## src/rtl/alu_share_ctrl.sv

```systemverilog
// Two-requester round-robin front end for a single shared combinational ALU.
// Define ALU_SHARE_FIXED_PRIO_EN to make requester 0 win whenever both request.
module alu_share_ctrl #(
  parameter int unsigned MUL_LAT   = 3,
  parameter int unsigned OTHER_LAT = 1
) (
  input  logic        clk_i,
  input  logic        rst_i,
  input  logic        req0_valid_i,
  output logic        req0_ready_o,
  input  logic [2:0]  req0_op_i,
  input  logic [31:0] req0_data1_i,
  input  logic [31:0] req0_data2_i,
  input  logic        req1_valid_i,
  output logic        req1_ready_o,
  input  logic [2:0]  req1_op_i,
  input  logic [31:0] req1_data1_i,
  input  logic [31:0] req1_data2_i,
  output logic [31:0] alu_data1_o,
  output logic [31:0] alu_data2_o,
  output logic [2:0]  alu_ctrl_o,
  input  logic [31:0] alu_data_i,
  input  logic        alu_zero_i,
  output logic        resp_valid_o,
  output logic        resp_id_o,
  output logic [31:0] resp_data_o,
  output logic        resp_zero_o,
  input  logic        resp_ready_i,
  output logic        busy_o
);
  localparam logic [2:0] OP_MUL   = 3'b010;
  localparam logic [2:0] OP_UNDEF = 3'b111;
  localparam logic [3:0] MUL_CNT  = 4'(MUL_LAT - 1);
  localparam logic [3:0] OTH_CNT  = 4'(OTHER_LAT - 1);

  typedef enum logic [1:0] {IDLE, EXEC, RESP} state_t;

  state_t      state_q, state_d;
  logic [3:0]  cnt_q;
  logic        last_grant_q;
  logic [2:0]  op_q;
  logic [31:0] d1_q, d2_q;
  logic        id_q, undef_q;

  logic        grant0, grant1, accept;
  logic [2:0]  win_op;
  logic [31:0] win_d1, win_d2;

  always_comb begin
`ifdef ALU_SHARE_FIXED_PRIO_EN
    grant1 = req1_valid_i && !req0_valid_i;
`else
    // last_grant resets to 1, so requester 0 wins the first contended cycle
    grant1 = req1_valid_i && (!req0_valid_i || !last_grant_q);
`endif
    grant0 = req0_valid_i && !grant1;
    req0_ready_o = (state_q == IDLE) && !rst_i && grant0;
    req1_ready_o = (state_q == IDLE) && !rst_i && grant1;
    accept = req0_ready_o || req1_ready_o;
    win_op = grant1 ? req1_op_i    : req0_op_i;
    win_d1 = grant1 ? req1_data1_i : req0_data1_i;
    win_d2 = grant1 ? req1_data2_i : req0_data2_i;
  end

  always_comb begin
    state_d = state_q;
    case (state_q)
      IDLE:    if (accept) state_d = EXEC;
      EXEC:    if (cnt_q == 4'd0) state_d = RESP;
      RESP:    if (resp_ready_i) state_d = IDLE;
      default: state_d = IDLE;
    endcase
  end

  always_ff @(posedge clk_i) begin
    if (rst_i) begin
      state_q      <= IDLE;
      cnt_q        <= 4'd0;
      last_grant_q <= 1'b1;
      op_q         <= 3'b000;
      d1_q         <= 32'd0;
      d2_q         <= 32'd0;
      id_q         <= 1'b0;
      undef_q      <= 1'b0;
      resp_valid_o <= 1'b0;
      resp_id_o    <= 1'b0;
      resp_data_o  <= 32'd0;
      resp_zero_o  <= 1'b0;
    end else begin
      state_q <= state_d;
      if (accept) begin
        last_grant_q <= grant1;
        id_q         <= grant1;
        undef_q      <= (win_op == OP_UNDEF);
        // undefined op runs as 0+0 so the ALU never sees an unknown code
        op_q  <= (win_op == OP_UNDEF) ? 3'b000 : win_op;
        d1_q  <= (win_op == OP_UNDEF) ? 32'd0 : win_d1;
        d2_q  <= (win_op == OP_UNDEF) ? 32'd0 : win_d2;
        cnt_q <= (win_op == OP_MUL) ? MUL_CNT : OTH_CNT;
      end
      if (state_q == EXEC) begin
        if (cnt_q != 4'd0) begin
          cnt_q <= cnt_q - 4'd1;
        end else begin
          resp_valid_o <= 1'b1;
          resp_id_o    <= id_q;
          resp_data_o  <= undef_q ? 32'd0 : alu_data_i;
          resp_zero_o  <= undef_q ? 1'b1  : alu_zero_i;
        end
      end
      if (state_q == RESP && resp_ready_i) resp_valid_o <= 1'b0;
    end
  end

  assign alu_data1_o = d1_q;
  assign alu_data2_o = d2_q;
  assign alu_ctrl_o  = op_q;
  assign busy_o      = (state_q != IDLE);
endmodule

```

## config.mk

```make
export PLATFORM = sky130hd
export DESIGN_NAME = alu_share_ctrl
export DESIGN_NICKNAME = d
export VERILOG_FILES = /design/src/rtl/alu_share_ctrl.sv
export SDC_FILE = /design/constraint.sdc
export NUM_CORES = 1
export LEC_CHECK = 0
export CAP_MARGIN = 15
export CORE_MARGIN = 2
export CORE_UTILIZATION = 41
export DETAILED_ROUTE_END_ITERATION = 6
export GPL_TIMING_DRIVEN = 0
export HOLD_SLACK_MARGIN = 0.08
export PLACE_DENSITY = 0.82
export SYNTH_ARGS = -nofsm -noshare
export SYNTH_HDL_FRONTEND = slang
export SYNTH_SLANG_ARGS = --single-unit
```

## constraint.sdc

```tcl
create_clock -name clk_i -period 4.6 [get_ports clk_i]
set_input_delay 1.38 -clock clk_i [delete_from_list [all_inputs] [get_ports clk_i]]
set_output_delay 1.38 -clock clk_i [all_outputs]
set_load 0.05 [all_outputs]
```

# Yosys cells after proc, flatten, opt, wreduce, memory -nomap -nowiden
# Cells that the tools add are included.
[totals] regBits=111 inputBits=172 out_inout_bits=105 wordCells=56
[classes] n_addsub=1 n_eq_ne=7 muxes=16 bitwise_logic=1 n_reduce_logical=19
[ops] op="two-way mux 32 bit" count=5
[ops] op="two-way mux 4 bit" count=3
[ops] op="two-way mux 2 bit" count=4
[ops] op="logical AND 1 bit" count=6
[ops] op="two-way mux 3 bit" count=2
[ops] op="inequality test 2 bit (second input constant)" count=3
[ops] op="case mux 2 bit (3 select lines)" count=1
[ops] op="logical NOT 1 bit" count=4
[ops] op="logical NOT 4 bit" count=1
[ops] op="nonzero test 4 bit" count=1
[ops] op="subtractor 4 x 1 -> 4 bit (second input constant)" count=1
[ops] op="== test 3 x 2 -> 1 bit (second input constant)" count=1
[ops] op="== test 3 bit (second input constant)" count=1
[ops] op="AND reduction 3 bit" count=1
[ops] op="== test 2 x 1 -> 1 bit (second input constant)" count=1
[ops] op="== test 2 bit (second input constant)" count=1
[ops] op="logical NOT 2 bit" count=1
[ops] op="logical OR 1 bit" count=2
[ops] op="AND reduction 2 bit" count=1
[ops] op="nonzero test 2 bit" count=1
[ops] op="OR reduction 2 bit" count=1
[ops] op="two-way mux 1 bit" count=1
[ops] op="NOT 1 bit" count=1

# Longest topological paths before layout
[logic_depth] depth_word=10 ltp_mapped=8 mapped_depth_nobuf=6

# Worst setup path after synthesis
# OpenSTA, ideal clock, no wires.
[synth_path] path_kind="input-to-output" from="in req1_valid_i" to="out req1_ready_o" arrival_time_ps=2945 t_required_ps=3220 path_slack_ps=275 cell_stages=4 n_path_buf=2 cell_sequence="a21bo_1 > buf_2 > buf_2 > nor3_1"
[synth_between] elab_chain_cells=2
[synth_rtl] item="start, declared" line_no="14" source="input logic req1_valid_i,"
[synth_rtl] item="logical AND 1 bit" line_no="54" source="grant1 = req1_valid_i && (!req0_valid_i || !last_grant_q);"
[synth_rtl] item="logical AND 1 bit" line_no="58" source="req1_ready_o = (state_q == IDLE) && !rst_i && grant1;"
[synth_rtl] item="end, declared" line_no="15" source="output logic req1_ready_o,"
# No other way between the ends.

# Worst setup path in the final report
# Ends and elaborated chain as after synthesis.

==> impl_results.md <==
* Outcome: completed
* # IOs at 277
* Syn avg cell area at 10.9 µm²
* Routability Congestion at 0.840
* WP buf/inv at 4
* Main synth FF type: dfxtp_1
* Worst-Margin Slew at 0.602 ns
* Worst R2R Setup Slack at 2.84 ns
* Crit path largest cell delay at 0.56 ns
* Post-synth ARST share at 0%
* First-pass GRT wire length at 25.0 mm
* MaxCap Viol Count at 0
* Synth Net Count at 619
* Achievable Freq at 0.223 GHz
* Pwr/cell area at 361 mW/mm²
* Worst Hold Depth at 2
* Internal at 1.93 mW
* Final worst-path cycle share at 97.5%
* RSZ-0062 raised after global routing: false
* Area share of the largest cell type after synthesis at 45.8%
* Clock network power share at 27.2%
* Final setup fails at 0
* Worst r2r dst: resp_data_o[18]$_SDFFE_PP0P_
* Slew Limit Fails at 0
* Synthesized cell area at 0.00485 mm²
* Top-count cell post-synth: dfxtp_1
* R2r worst-path depth at 8
* Share of cells above drive strength 1 at 12.5%
* Synth top cells by count: 111 x dfxtp_1, 66 x mux2i_1, 43 x nand2_1
* Synth unique cells at 39
* Dpl hpwl at 12.6 mm
* Largest net degree at the start of global routing at 18
* Area leader, netlist: dfxtp_1
* Syn-to-layout area delta at 67.1%
* # DRC at 0
* Routed wire per std cell at 18.2 µm
* Synth top area cells: dfxtp_1 46%, mux2i_1 14%, o2bb2ai_2 12%
* Synth Instances at 446
* Reg2reg start: cnt_q[0]$_SDFF_PP0_
* FP Rows at 39
* Initial antenna violation count at 0
* Number of synthesized register bits at 111
* DRT iter0 DRCs at 200
* Reg clk slew, reported paths at 0.07 ns
* H-tree levels at 3
* Combinational share of power at 34.3%
* Fin crit period at 4.49 ns
* Post-CTS setup buffer count at 0
* Antenna viol nets, final at 0
* IO Port Bufs at 276
* Overflow after GRT at 0
* Clock skew at 0.00645 ns
* Slew margin rel. at 59.8%
* DR vias/cell at 5.18
* Filler cell count at 907
* Hold Crit Endpoint: resp_data_o[31]$_SDFFE_PP0P_
* Largest buffer count on any clock path at 2
* Synth Warn # at 0
* DIE AREA at 0.0127 mm²
* Post-DP Area at 0.00780 mm²
* Vias in the first global route at 4878
* Initial Util at 42.3%
* Worst Setup Path Type: primary input to output port
* Total number of vias at 4564
* Final nets at 906
* Sink Count at 111
* Hold crit path type: flop to flop
* Crit path max-delay family: buffers and inverters
* Worst skew pair latency at 0.34 ns
* First drt pass iteration count at 4
* Critical path, cell by cell: clkdlybuf4s50_1 -> a21bo_1 -> buf_2 -> buf_4 -> nor3_1 -> clkdlybuf4s15_2
* P_sw at 0.995 mW
* CTS tree: built
* Chip height at 113 µm
* Total track usage at 24.7%
* Final Routed Wirelength at 16.0 mm
* Slowest cell on crit path: clkdlybuf4s50_1
* VDD IR max at 0.204 mV
* CP Launch Type: primary input
* Width of the die at 113 µm
* Placed insts at 865
* Cell Count, Final, Fillers Out at 881
* Critical Path End Type: output port
* Final Cell Area at 0.00811 mm²
* Crit-path max FO at 10
* Critical hold path startpoint: resp_data_o[31]$_SDFFE_PP0P_
* Sw frac at 34.0%
* # hold bufs at CTS at 0
* Flop pwr share at 38.5%
* Core area at 0.0115 mm²
* Root buf cell: clkbuf_16
* Antenna Cells at 0
* Register area share after synthesis at 45.8%
* TritonCTS Buffers at 9
* Post-synth EDFFs at 0
* Arr. time, crit path at 3.11 ns
* Pleak at 3.17 nW
* Worst Path Required at 3.22 ns
* Final-report hold violation count at 0
## cell families (layout without fill, tap and decap cells)
kind of cell	after synthesis	in the layout	synth area share [%]
buffers and inverters	43	335	4.79
AOI/OAI and AO/OA	116	116	22.9
adders and majority gates	1	1	0.258
muxes	66	66	13.6
DFF	111	111	45.8
and+or+nand+nor	109	109	12.6
## tightest hold or removal path: cells and delay by family, from the launching register on
family / cells / cell delay (ns)
flip-flops: 1 / 0.31
AND/OR/NAND/NOR: 1 / 0.05
AO/OA/AOI/OAI: 1 / 0.05
## area by class of cell
class	count	area (µm²)	area share, %
sequential	111	2220	27.4
inverter	6	22.5	0.278
multi-input combinational	292	2400	29.6
clock inverter	5	56.3	0.694
buffer	37	214	2.64
clock buffer	11	253	3.12
timing repair buffer	276	2770	34.1
tap	143	179	2.21
## registers in the layout, indices dropped and copies added, names as in the netlist
register / flops
alu_data1_o: 32
alu_data2_o: 32
resp_data_o: 32
cnt_q: 4
alu_ctrl_o: 3
state_q: 2
id_q: 1
last_grant_q: 1
resp_id_o: 1
resp_valid_o: 1
resp_zero_o: 1
undef_q: 1
## power by group through the flow
stage	logic, mW	clock network [mW]	registers (mW)
4_1_cts	1.01	0.814	1.13
3_5_place_dp	1.00	0	1.14
2_1_floorplan	0.277	0	1.46
5_1_grt	1.05	0.846	1.14
3_3_place_gp	0.990	0	1.14
6_report	1.00	0.796	1.13
## placed cells by master (no fill, tap or decap), types with 7 or more instances in the layout
cell type and instances:
clkdlybuf4s50_1 274, clkbuf_16 9, buf_2 20, o2bb2ai_1 25, nand3_1 7, dfxtp_1 111
nand3b_1 33, a21oi_1 37, mux2i_1 66, nand2_1 43, o2bb2ai_2 40
## worst max path at each step
stage,cells past startpoint,slack [ns],start,endpoint
2_1_floorplan,4,0.28,req1_valid_i,req1_ready_o
3_3_place_gp,6,-0.38,req0_valid_i,req0_ready_o
3_5_place_dp,6,-0.43,req0_valid_i,req0_ready_o
4_1_cts,6,0.09,req0_valid_i,req0_ready_o
5_1_grt,6,0.005,req0_valid_i,req0_ready_o
6_report,6,0.11,req1_valid_i,req1_ready_o
## layer usage
| layer | global-route usage, % | vias to the layer above | routed length [µm] | share of wire, % |
|---|---|---|---|---|
| met5 | 0 | - | 0 | 0 |
| met4 | 9.02 | 0 | 344 | 2.1 |
| met3 | 9.32 | 22 | 1640 | 10 |
| met2 | 43.4 | 198 | 8010 | 50 |
| met1 | 27.2 | 2128 | 6040 | 38 |
| li1 | - | 2216 | - | - |
## per-stage QoR
step	setup slack [ns]	power (mW)	hold slack (ns)	util (%)	TNS, ns
CTS	0.0923	2.95	0.454	70.7	0
finish	0.114	2.93	0.454	70.7	0
floorplan	0.275	1.73	0.432	-	0
detailed placement	-0.428	2.15	0.444	68.0	-0.806
global route	0.00475	3.04	0.470	70.7	0
global placement	-0.379	2.13	0.437	68.0	-0.749
## repair_timing
item | in CTS | in global routing
endpoints found under the setup margin | 2 | 0
hold endpoints to repair | 0 | 0
gates resized for setup | 9 | 0
No activity file was read; power rests on OpenSTA's default activity.
==> RTL edit: new RTL, same flow settings <==
Re-encode `state_t` (3 states) as one-hot, 3 bits wide.
--- a/src/rtl/alu_share_ctrl.sv
+++ b/src/rtl/alu_share_ctrl.sv
@@ -33,7 +33,7 @@
   localparam logic [3:0] MUL_CNT  = 4'(MUL_LAT - 1);
   localparam logic [3:0] OTH_CNT  = 4'(OTHER_LAT - 1);
 
-  typedef enum logic [1:0] {IDLE, EXEC, RESP} state_t;
+  typedef enum logic [2:0] {IDLE = 3'b001, EXEC = 3'b010, RESP = 3'b100} state_t;
 
   state_t      state_q, state_d;
   logic [3:0]  cnt_q;
Function: no difference found for any inputs over 10 cycles, from zero or initial values and one cycle with rst_i high; not proved beyond that.
==> RTL edit against the unedited design <==
Setup slack improved by 44 ps. Total power down 7.5%. First-iteration DRC count is 18% higher. Routed wire length is 1.8% higher. Cell area down 1.9%. Worst hold slack worse by 3.8 ps. Synthesized area decreased by 3.3%. Fmax rose by 0.98%. Non-clock buffer count unchanged. Sequential cell count is 1 higher. Critical path type unchanged.
==> RTL edit: results (changes against the unedited design) <==
- Drt via density: 5.11 (-1.3%)
- Post-Synthesis Cells: 522 (+17%)
- Peak VDD IR: 236 uV (+15%)
- Global-route wire length before repair: 25.8 mm (+2.8%)
- Largest net degree at the start of global routing: 18 (unchanged)
- Worst Setup SP: req0_valid_i
- Synth top area cells: dfxtp_1 (48%), mux2i_1 (14%), nand2_1 (8.6%), nand3b_1 (5.4%), o21ai_0 (4.3%)
- Skew-Pair Late Insertion Delay: 340 ps (about the same)
- Post-CTS sizing: 15 (+6)
- Synthesized Nets: 695 (+12%)
- Hold_sp: alu_data1_o[17]$_SDFFE_PP0P_
- Initial drt markers: 235 (+18%)
- Placed cell areas: 7640 um2 (-2.0%)
- Netlist cell types: 42 (+7.7%)
- Final wirelength: 16.3 mm (+1.8%)
- Cts bufs inserted: 9 (unchanged)
- Hold Crit Class: register to register
- Pre-antenna DRT Iters: 6 (+2)
- Worst slew pin tran: 749 ps (+148 ps)
- Worst EP arrival: 3060 ps (-50 ps)
- # diodes: 0 (unchanged)
- LEAKAGE: 3.09 nW (-2.4%)
- DP HPWL: 13.2 mm (+4.5%)
- Top_reg_cell synth: dfxtp_1
- RePlAce Congestion: 0.881 (+4.8%)
- Worst-path maximum fanout: 10 (unchanged)
- CTS H-tree depth: 3 (unchanged)
- Ys Warns: 0 (unchanged)
- Layout cells sized above 1: 0.0492 (-0.0755)
- DP Cell Count: 941 (+8.8%)
- Number of global-route vias before repair: 5020 (+2.9%)
- Max Root-Sink Buffers: 2 (unchanged)
- Top post-synthesis cells by count: dfxtp_1 (112), nand2_1 (107), mux2i_1 (67), o21ai_0 (40), a21oi_1 (38)
- Status: completed
- Postcts setup bufs: 0 (unchanged)
- Sequential area share after synthesis: 0.478 (+0.0199)
- Final Skew: 11.8 ps (+5.37 ps)
- Final nets: 981 (+8.3%)
- GRT Resource Usage Total: 0.260 (+0.0130)
- Pre-CTS setup slack: -861 ps (-434 ps)
- Total number of vias: 4888 (+7.1%)
- Reg clk slew, reported paths: 70 ps (about the same)
-- RTL edit: cell types whose count changed in the layout (fill, tap and decap cells not counted), sizes merged, moves of 3 or more --
cell and change:
clkinv -3, buf -15, o21ai +67, nor2 +3, o2bb2ai -65, nand2 +64
clkbuf +18
-- RTL edit: metal layers --
layer,global-route usage,wire length (um)
met1,0.276,6060
met2,0.481,8460
met3,0.0973,1470
met4,0.0733,317
met5,0,0
-- RTL edit: final timing paths --
check                           slack, ps                           end  cells after the start
worst max-delay path                  160                  req0_ready_o                      7
worst max register to register       2700   resp_data_o[9]$_SDFFE_PP0P_                      7
worst min register to register        450  alu_data1_o[17]$_SDFFE_PP0P_                      2
worst min-delay path                  450  alu_data1_o[17]$_SDFFE_PP0P_                      2
-- RTL edit: report_power, final --
part / switching, W / internal [W] / leakage [nW]
clock: 0.000355 / 0.000453 / 0.141
sequential: 0.0000443 / 0.00105 / 0.915
combinational: 0.000465 / 0.000343 / 2.03
total: 0.000865 / 0.00184 / 3.09
-- RTL edit: layout make-up --
cell class,instances,area (um2)
clock inverters,4,52.6
plain buffers,37,209
flip-flops and latches,112,2240
inverters,6,22.5
repair buffers,276,2760
multi-input cells,366,2230
well taps,143,179
clock buffers,12,256
fillers,885,3320
-- RTL edit: worst max-delay path: stages --
cell and delay (ps):
clkdlybuf4s50_1 560, a21bo_2 290, buf_6 210, buf_6 190, nand2_1 80, nor3_2 140, buf_6 190
-- RTL edit: cell families after synthesis --
family / count (synthesis) / synth area share
multiplexers: 67 / 0.143
AND/OR/NAND/NOR: 180 / 0.196
AO/OA/AOI/OAI: 118 / 0.133
adder cells (fa/ha/maj): 1 / 0.00266
buffers and inverters: 44 / 0.0474
flip-flops: 112 / 0.478
